$ cat src/rtl/rf_wb_arbiter_if.sv
// Writeback arbiter bus: EX and LSU writeback requests, load scoreboard
// issue/lookup, and the registered register-file write port.
interface rf_wb_arbiter_if;
   logic        ex_valid;
   logic [4:0]  ex_rd;
   logic [31:0] ex_data;
   logic        ex_ready;
   logic        lsu_valid;
   logic [4:0]  lsu_rd;
   logic [31:0] lsu_data;
   logic        lsu_ready;
   logic        ld_issue;
   logic [4:0]  ld_rd;
   logic        ld_issue_ready;
   logic [4:0]  rs1_raddr;
   logic [4:0]  rs2_raddr;
   logic        rs1_busy;
   logic        rs2_busy;
   logic        wen;
   logic [4:0]  rd_waddr;
   logic [31:0] rd_wdata;

   modport slave (
      input  ex_valid, ex_rd, ex_data, lsu_valid, lsu_rd, lsu_data,
             ld_issue, ld_rd, rs1_raddr, rs2_raddr,
      output ex_ready, lsu_ready, ld_issue_ready, rs1_busy, rs2_busy,
             wen, rd_waddr, rd_wdata
   );

   modport master (
      output ex_valid, ex_rd, ex_data, lsu_valid, lsu_rd, lsu_data,
             ld_issue, ld_rd, rs1_raddr, rs2_raddr,
      input  ex_ready, lsu_ready, ld_issue_ready, rs1_busy, rs2_busy,
             wen, rd_waddr, rd_wdata
   );
endinterface

$ cat src/rtl/rf_wb_arbiter.sv
// rf_wb_arbiter: shares the register file write port between EX and LSU
// writeback (LSU priority, EX forced through after MAX_WAIT refusals) and
// tracks outstanding loads per register so ID can stall on busy sources.
// Optional build macro RF_WB_SKID_EN: one-entry skid buffer on the EX port.
module rf_wb_arbiter #(
   parameter int unsigned MAX_WAIT = 4,
   parameter int unsigned NREG     = 32
) (
   input  logic           clk,
   input  logic           rstn,
   rf_wb_arbiter_if.slave bus
);
   localparam logic [NREG-1:0] ONE = {{(NREG-1){1'b0}}, 1'b1};

   logic            w_ex_req;
   logic [4:0]      w_ex_rd;
   logic [31:0]     w_ex_data;
   logic            w_ex_pri;
   logic            w_gnt_ex;
   logic            w_gnt_lsu;
   logic [3:0]      r_wait;

   logic [NREG-1:0] r_busy;
   logic [NREG-1:0] w_busy_nxt;
   logic [NREG-1:0] w_ld_oh;
   logic [NREG-1:0] w_lsu_oh;
   logic            w_ld_ready;
   logic            w_ld_set;

   logic            r_wen;
   logic [4:0]      r_waddr;
   logic [31:0]     r_wdata;

`ifdef RF_WB_SKID_EN
   logic            r_skid_full;
   logic [4:0]      r_skid_rd;
   logic [31:0]     r_skid_data;

   // EX source: the buffered entry is older than the live port, so it competes first
   always_comb begin
      w_ex_req  = r_skid_full | bus.ex_valid;
      w_ex_rd   = r_skid_full ? r_skid_rd   : bus.ex_rd;
      w_ex_data = r_skid_full ? r_skid_data : bus.ex_data;
   end

   // Skid buffer: capture a refused live request, release it once it wins a grant
   always_ff @(posedge clk) begin
      if (!rstn) begin
         r_skid_full <= 1'b0;
         r_skid_rd   <= '0;
         r_skid_data <= '0;
      end else if (r_skid_full) begin
         if (w_gnt_ex) r_skid_full <= 1'b0;
      end else if (bus.ex_valid && !w_gnt_ex) begin
         r_skid_full <= 1'b1;
         r_skid_rd   <= bus.ex_rd;
         r_skid_data <= bus.ex_data;
      end
   end

   assign bus.ex_ready = rstn & ~r_skid_full;
`else
   assign w_ex_req     = bus.ex_valid;
   assign w_ex_rd      = bus.ex_rd;
   assign w_ex_data    = bus.ex_data;
   assign bus.ex_ready = w_gnt_ex;
`endif

   // Arbitration: starved EX first, then LSU, then EX; nothing granted in reset
   always_comb begin
      w_ex_pri  = w_ex_req && (r_wait == 4'(MAX_WAIT));
      w_gnt_ex  = rstn && w_ex_req && (w_ex_pri || !bus.lsu_valid);
      w_gnt_lsu = rstn && bus.lsu_valid && !w_ex_pri;
   end

   assign bus.lsu_ready = w_gnt_lsu;

   // Starvation counter: counts refused EX cycles, saturates, clears on EX grant
   always_ff @(posedge clk) begin
      if (!rstn) begin
         r_wait <= '0;
      end else if (w_gnt_ex) begin
         r_wait <= '0;
      end else if (w_ex_req && (r_wait != 4'(MAX_WAIT))) begin
         r_wait <= r_wait + 4'd1;
      end
   end

   // Scoreboard lookup and update; set is applied after clear so set wins
   always_comb begin
      w_ld_oh    = ONE << bus.ld_rd;
      w_lsu_oh   = ONE << bus.lsu_rd;
      w_ld_ready = rstn && ((bus.ld_rd == 5'd0) || ((r_busy & w_ld_oh) == '0) ||
                            (w_gnt_lsu && (bus.lsu_rd == bus.ld_rd)));
      w_ld_set   = bus.ld_issue && w_ld_ready && (bus.ld_rd != 5'd0);
      w_busy_nxt = r_busy;
      if (w_gnt_lsu) w_busy_nxt = w_busy_nxt & ~w_lsu_oh;
      if (w_ld_set)  w_busy_nxt = w_busy_nxt | w_ld_oh;
      w_busy_nxt = w_busy_nxt & ~ONE;
   end

   // Busy-bit register
   always_ff @(posedge clk) begin
      if (!rstn) r_busy <= '0;
      else       r_busy <= w_busy_nxt;
   end

   assign bus.ld_issue_ready = w_ld_ready;
   assign bus.rs1_busy = rstn && ((r_busy & (ONE << bus.rs1_raddr)) != '0);
   assign bus.rs2_busy = rstn && ((r_busy & (ONE << bus.rs2_raddr)) != '0);

   // Register-file write port: granted request lands one cycle later, rd=0 suppresses wen
   always_ff @(posedge clk) begin
      if (!rstn) begin
         r_wen   <= 1'b0;
         r_waddr <= '0;
         r_wdata <= '0;
      end else if (w_gnt_lsu) begin
         r_wen   <= (bus.lsu_rd != 5'd0);
         r_waddr <= bus.lsu_rd;
         r_wdata <= bus.lsu_data;
      end else if (w_gnt_ex) begin
         r_wen   <= (w_ex_rd != 5'd0);
         r_waddr <= w_ex_rd;
         r_wdata <= w_ex_data;
      end else begin
         r_wen   <= 1'b0;
      end
   end

   assign bus.wen      = r_wen;
   assign bus.rd_waddr = r_waddr;
   assign bus.rd_wdata = r_wdata;
endmodule

$ cat src/flat_wrapper.sv
// flat-port wrapper written by rule: the top's interface ports become plain ports
module rf_wb_arbiter_flat 
#(
   parameter int unsigned MAX_WAIT = 4,
   parameter int unsigned NREG     = 32
)
  (clk, rstn, bus_ex_valid, bus_ex_rd, bus_ex_data, bus_lsu_valid, bus_lsu_rd, bus_lsu_data, bus_ld_issue, bus_ld_rd, bus_rs1_raddr, bus_rs2_raddr, bus_ex_ready, bus_lsu_ready, bus_ld_issue_ready, bus_rs1_busy, bus_rs2_busy, bus_wen, bus_rd_waddr, bus_rd_wdata);
  rf_wb_arbiter_if bus_i ();
  input  logic clk;
  input  logic rstn;
  input wire logic [$bits(bus_i.ex_valid)-1:0] bus_ex_valid;
  input wire logic [$bits(bus_i.ex_rd)-1:0] bus_ex_rd;
  input wire logic [$bits(bus_i.ex_data)-1:0] bus_ex_data;
  input wire logic [$bits(bus_i.lsu_valid)-1:0] bus_lsu_valid;
  input wire logic [$bits(bus_i.lsu_rd)-1:0] bus_lsu_rd;
  input wire logic [$bits(bus_i.lsu_data)-1:0] bus_lsu_data;
  input wire logic [$bits(bus_i.ld_issue)-1:0] bus_ld_issue;
  input wire logic [$bits(bus_i.ld_rd)-1:0] bus_ld_rd;
  input wire logic [$bits(bus_i.rs1_raddr)-1:0] bus_rs1_raddr;
  input wire logic [$bits(bus_i.rs2_raddr)-1:0] bus_rs2_raddr;
  output wire logic [$bits(bus_i.ex_ready)-1:0] bus_ex_ready;
  output wire logic [$bits(bus_i.lsu_ready)-1:0] bus_lsu_ready;
  output wire logic [$bits(bus_i.ld_issue_ready)-1:0] bus_ld_issue_ready;
  output wire logic [$bits(bus_i.rs1_busy)-1:0] bus_rs1_busy;
  output wire logic [$bits(bus_i.rs2_busy)-1:0] bus_rs2_busy;
  output wire logic [$bits(bus_i.wen)-1:0] bus_wen;
  output wire logic [$bits(bus_i.rd_waddr)-1:0] bus_rd_waddr;
  output wire logic [$bits(bus_i.rd_wdata)-1:0] bus_rd_wdata;
  assign bus_i.ex_valid = bus_ex_valid;
  assign bus_i.ex_rd = bus_ex_rd;
  assign bus_i.ex_data = bus_ex_data;
  assign bus_i.lsu_valid = bus_lsu_valid;
  assign bus_i.lsu_rd = bus_lsu_rd;
  assign bus_i.lsu_data = bus_lsu_data;
  assign bus_i.ld_issue = bus_ld_issue;
  assign bus_i.ld_rd = bus_ld_rd;
  assign bus_i.rs1_raddr = bus_rs1_raddr;
  assign bus_i.rs2_raddr = bus_rs2_raddr;
  assign bus_ex_ready = bus_i.ex_ready;
  assign bus_lsu_ready = bus_i.lsu_ready;
  assign bus_ld_issue_ready = bus_i.ld_issue_ready;
  assign bus_rs1_busy = bus_i.rs1_busy;
  assign bus_rs2_busy = bus_i.rs2_busy;
  assign bus_wen = bus_i.wen;
  assign bus_rd_waddr = bus_i.rd_waddr;
  assign bus_rd_wdata = bus_i.rd_wdata;
  rf_wb_arbiter #(.MAX_WAIT(MAX_WAIT), .NREG(NREG)) u_core (.clk(clk), .rstn(rstn), .bus(bus_i));
endmodule
$ cat config.mk
export PLATFORM = sky130hd
export DESIGN_NAME = rf_wb_arbiter_flat
export DESIGN_NICKNAME = d
export VERILOG_FILES = /design/src/rtl/rf_wb_arbiter_if.sv /design/src/rtl/rf_wb_arbiter.sv /design/src/flat_wrapper.sv
export SDC_FILE = /design/constraint.sdc
export NUM_CORES = 1
export LEC_CHECK = 0
export ABC_AREA = 1
export CAP_MARGIN = 20
export CORE_AREA = 2 2 142 130
export CTS_BUF_LIST = sky130_fd_sc_hd__clkbuf_4 sky130_fd_sc_hd__clkbuf_8
export CTS_CLUSTER_SIZE = 24
export DETAILED_ROUTE_END_ITERATION = 16
export DIE_AREA = 0 0 144 132
export PLACE_DENSITY = 0.6
export SYNTH_ARGS = -nofsm -noshare
export SYNTH_HDL_FRONTEND = slang
export SYNTH_SLANG_ARGS = --single-unit
$ cat constraint.sdc
create_clock -name clk -period 2.21 [get_ports clk]
set_input_delay 0.442 -clock clk [delete_from_list [all_inputs] [get_ports clk]]
set_output_delay 0.442 -clock clk [all_outputs]
set_load 0.03 [all_outputs]
==> results.toml <==
[outcome]
violations = "setup timing"
status = "finished, violations left"

[power_and_ir_drop]
ir_drop_mv = 0.282
total_power_mw = 3.75
p_per_area_nw_per_um2 = 483
p_leak_nw = 3.29

[layout]
fin_area_sq_um = 7760
finalNetCount = 1069
drive_gt1_share_pct = 24.5
fin_util_pct = 44.5
final_cells = 1219
syn_to_final_growth_pct = 60.4

[synthesis]
yosysTopAreaCell = "dfxtp_1"
synth_area_per_cell_sq_um = 6.38
syn_area_sq_um = 4830
synthFlopType = "dfxtp_1"
synth_fp_nets = 854
async_flop_share_pct = 0
synth.most_common_cell = "nand2_1"
yosys-top-cells-area = "dfxtp_1 (30%), nand2_1 (12%), nand3_1 (9.1%), nor2_1 (7.9%), o211ai_1 (6.4%)"
synth.top_cells.by_count = "nand2_1 (158), nor2_1 (102), nand3_1 (88), inv_1 (79), dfxtp_1 (73)"
synth_edf_count = 0
synth_warnings = 0
ys_ff_latch = 73
synth_top_area_share_pct = 30.2
syn-instance-count = 758
ys_seq_area_share_pct = 30.2
synthDistinctLibCells = 39

[sta]
fmax_mhz = 439
tightestPinTransition_ns = 0.488
slew-limit-headroom_pct = 67.5
hold_viol = 0
skew_ns = 0.00998
hold_ws_ns = 0.504
finalSetupViolCount = 1
rsz0062_at_grt = "yes"
fin_setup_tns_ns = -0.0655
setup_ws_ns = -0.0655
min_period_ns = 2.28
drv_slew = 0
period_share_pct = 103

[cts]
clock-root-buffer = "clkbuf_8"
htree_levels = 3
clock_path_buffers = 2
clock_latency_ns = 0.37
cts_buffers = 9
cts_tree = "yes"
cts_sinks = 73
clk_pin_slew_ns = 0.08

[worst_setup_path]
worstSetupPathType = "in2out"
worstPathMaxFanout = 2
end_kind = "primary output"
critical-path-max-stage-delay_ns = 0.47
start_kind = "input pin"
arrival_ns = 1.83
cp.required_ns = 1.77
path_cells = "clkdlybuf4s50_1, xor2_1, nor3_1, nand4_1, a21oi_4, buf_6"
crit_slowest_cell = "clkdlybuf4s50_1"

[global_route]
grt_first_pass_wirelength_microns = 30900
antenna_found_initial = 1
grt_pass1_vias = 5834
gr-usage-all-layers_pct = 20.5
overflow = 0
grt_max_degree = 46

[run]
maxCapViolCount = 0

[die]
core_area_sq_um = 17400
die_h_microns = 132
die-area_sq_um = 19000
num_rows = 46
start_util_pct = 27.7
dieWidth_microns = 144
num_io_pins = 137

[route]
first_pass_iters = 5
wl_per_cell_microns = 15.8
viasPerCell = 4.91
vias = 5988
routed_wl_microns = 19300
drc_errors = 0
drtIter0Drc = 397
postRouteAntennaNets = 0

[min_path]
hold_path_class = "reg2reg"

[place]
dp_cells = 1169
io_buffers = 136
dp_slack_ns = -0.450
place_congestion = 0.966
dpl_cell_area_sq_um = 6930
dp_hpwl_microns = 14000
[power breakdown]
| group | total [mW] | internal (mW) | switching, mW |
|---|---|---|---|
| sequential | 1.42 | 1.38 | 0.0415 |
| combinational | 1.05 | 0.490 | 0.559 |
| clock | 1.28 | 0.706 | 0.571 |
| total | 3.75 | 2.57 | 1.17 |
[layout by cell type, fill, tap and decap left out, types with 3 or more instances in the layout]
cell / n
clkinv_1: 4
o21ai_0: 20
inv_1: 72
nor2_4: 9
nor2_1: 89
xor2_1: 5
o31a_1: 4
nand3_1: 83
nor4_2: 3
dfxtp_1: 71
nor3_2: 5
o21ai_1: 4
o211ai_1: 41
a21oi_2: 9
nand3_4: 3
nor2_2: 11
o22ai_1: 7
buf_12: 5
buf_4: 100
nand4_1: 21
buf_6: 16
a21oi_1: 22
nor3_1: 6
buf_2: 7
nand2_1: 152
clkdlybuf4s50_1: 115
nand3_2: 12
clkbuf_2: 4
inv_2: 7
nor4_1: 10
inv_4: 7
nand2_2: 7
clkbuf_8: 11
[routing by layer]
layer / GRT usage (%) / wire (microns)
met5: 0 / 0
met4: 5.99 / 440
met3: 5.67 / 1970
met2: 32.1 / 8530
met1: 27.5 / 8320
[cell type report]
cell class,count,area (sq um)
sequential,73,1470
multi-input combinational,546,3050
clock buffer,11,151
clock inverter,5,86.3
tap,240,300
inverter,90,359
antenna,1,2.50
timing repair buffer,252,2330
timing repair inverter,1,3.75
fill,1793,9680
[kinds of logic after synthesis]
kind of cell | synth area share, %
AOI/OAI and AO/OA | 16.9
xor gates and xnor gates | 1.27
adders and majority gates | 0.518
buffers and inverters | 12.1
DFF | 30.2
and+or+nand+nor | 38.9
[worst max-delay path, delay by kind of cell]
family | cells | cell delay (ns)
compound gates | 1 | 0.23
buf+inv | 2 | 0.62
xor+xnor | 1 | 0.19
simple gates | 2 | 0.35
[path summary, 6_finish.rpt]
path	startpoint	to	slack, ns	depth (start not counted)
hold reg to reg	u_core.bus.rd_wdata[25]	u_core.bus.rd_wdata[25]	0.50	2
setup / recovery	bus_lsu_rd[3]	bus_ld_issue_ready	-0.07	6
hold / removal	u_core.bus.rd_wdata[25]	u_core.bus.rd_wdata[25]	0.50	2
setup reg to reg	u_core.r_wait[1]	u_core.r_busy[4]	0.21	16
[timing repair]
action                     in CTS  in global routing
setup buffers                  23                  6
cloned                          4                  0
pin swaps                      19                 17
setup endpoints to repair      21                  5
hold buffers                    0                  0
gates resized for setup        97                 48
[sequential cells by signal, summed over array words and instances (netlist names)]
name,cells
u_core.bus.rd_wdata,32
u_core.bus.wen,1
u_core.r_busy,31
u_core.r_wait,4
u_core.bus.rd_waddr,5
No activity file was read; power rests on OpenSTA's default activity.
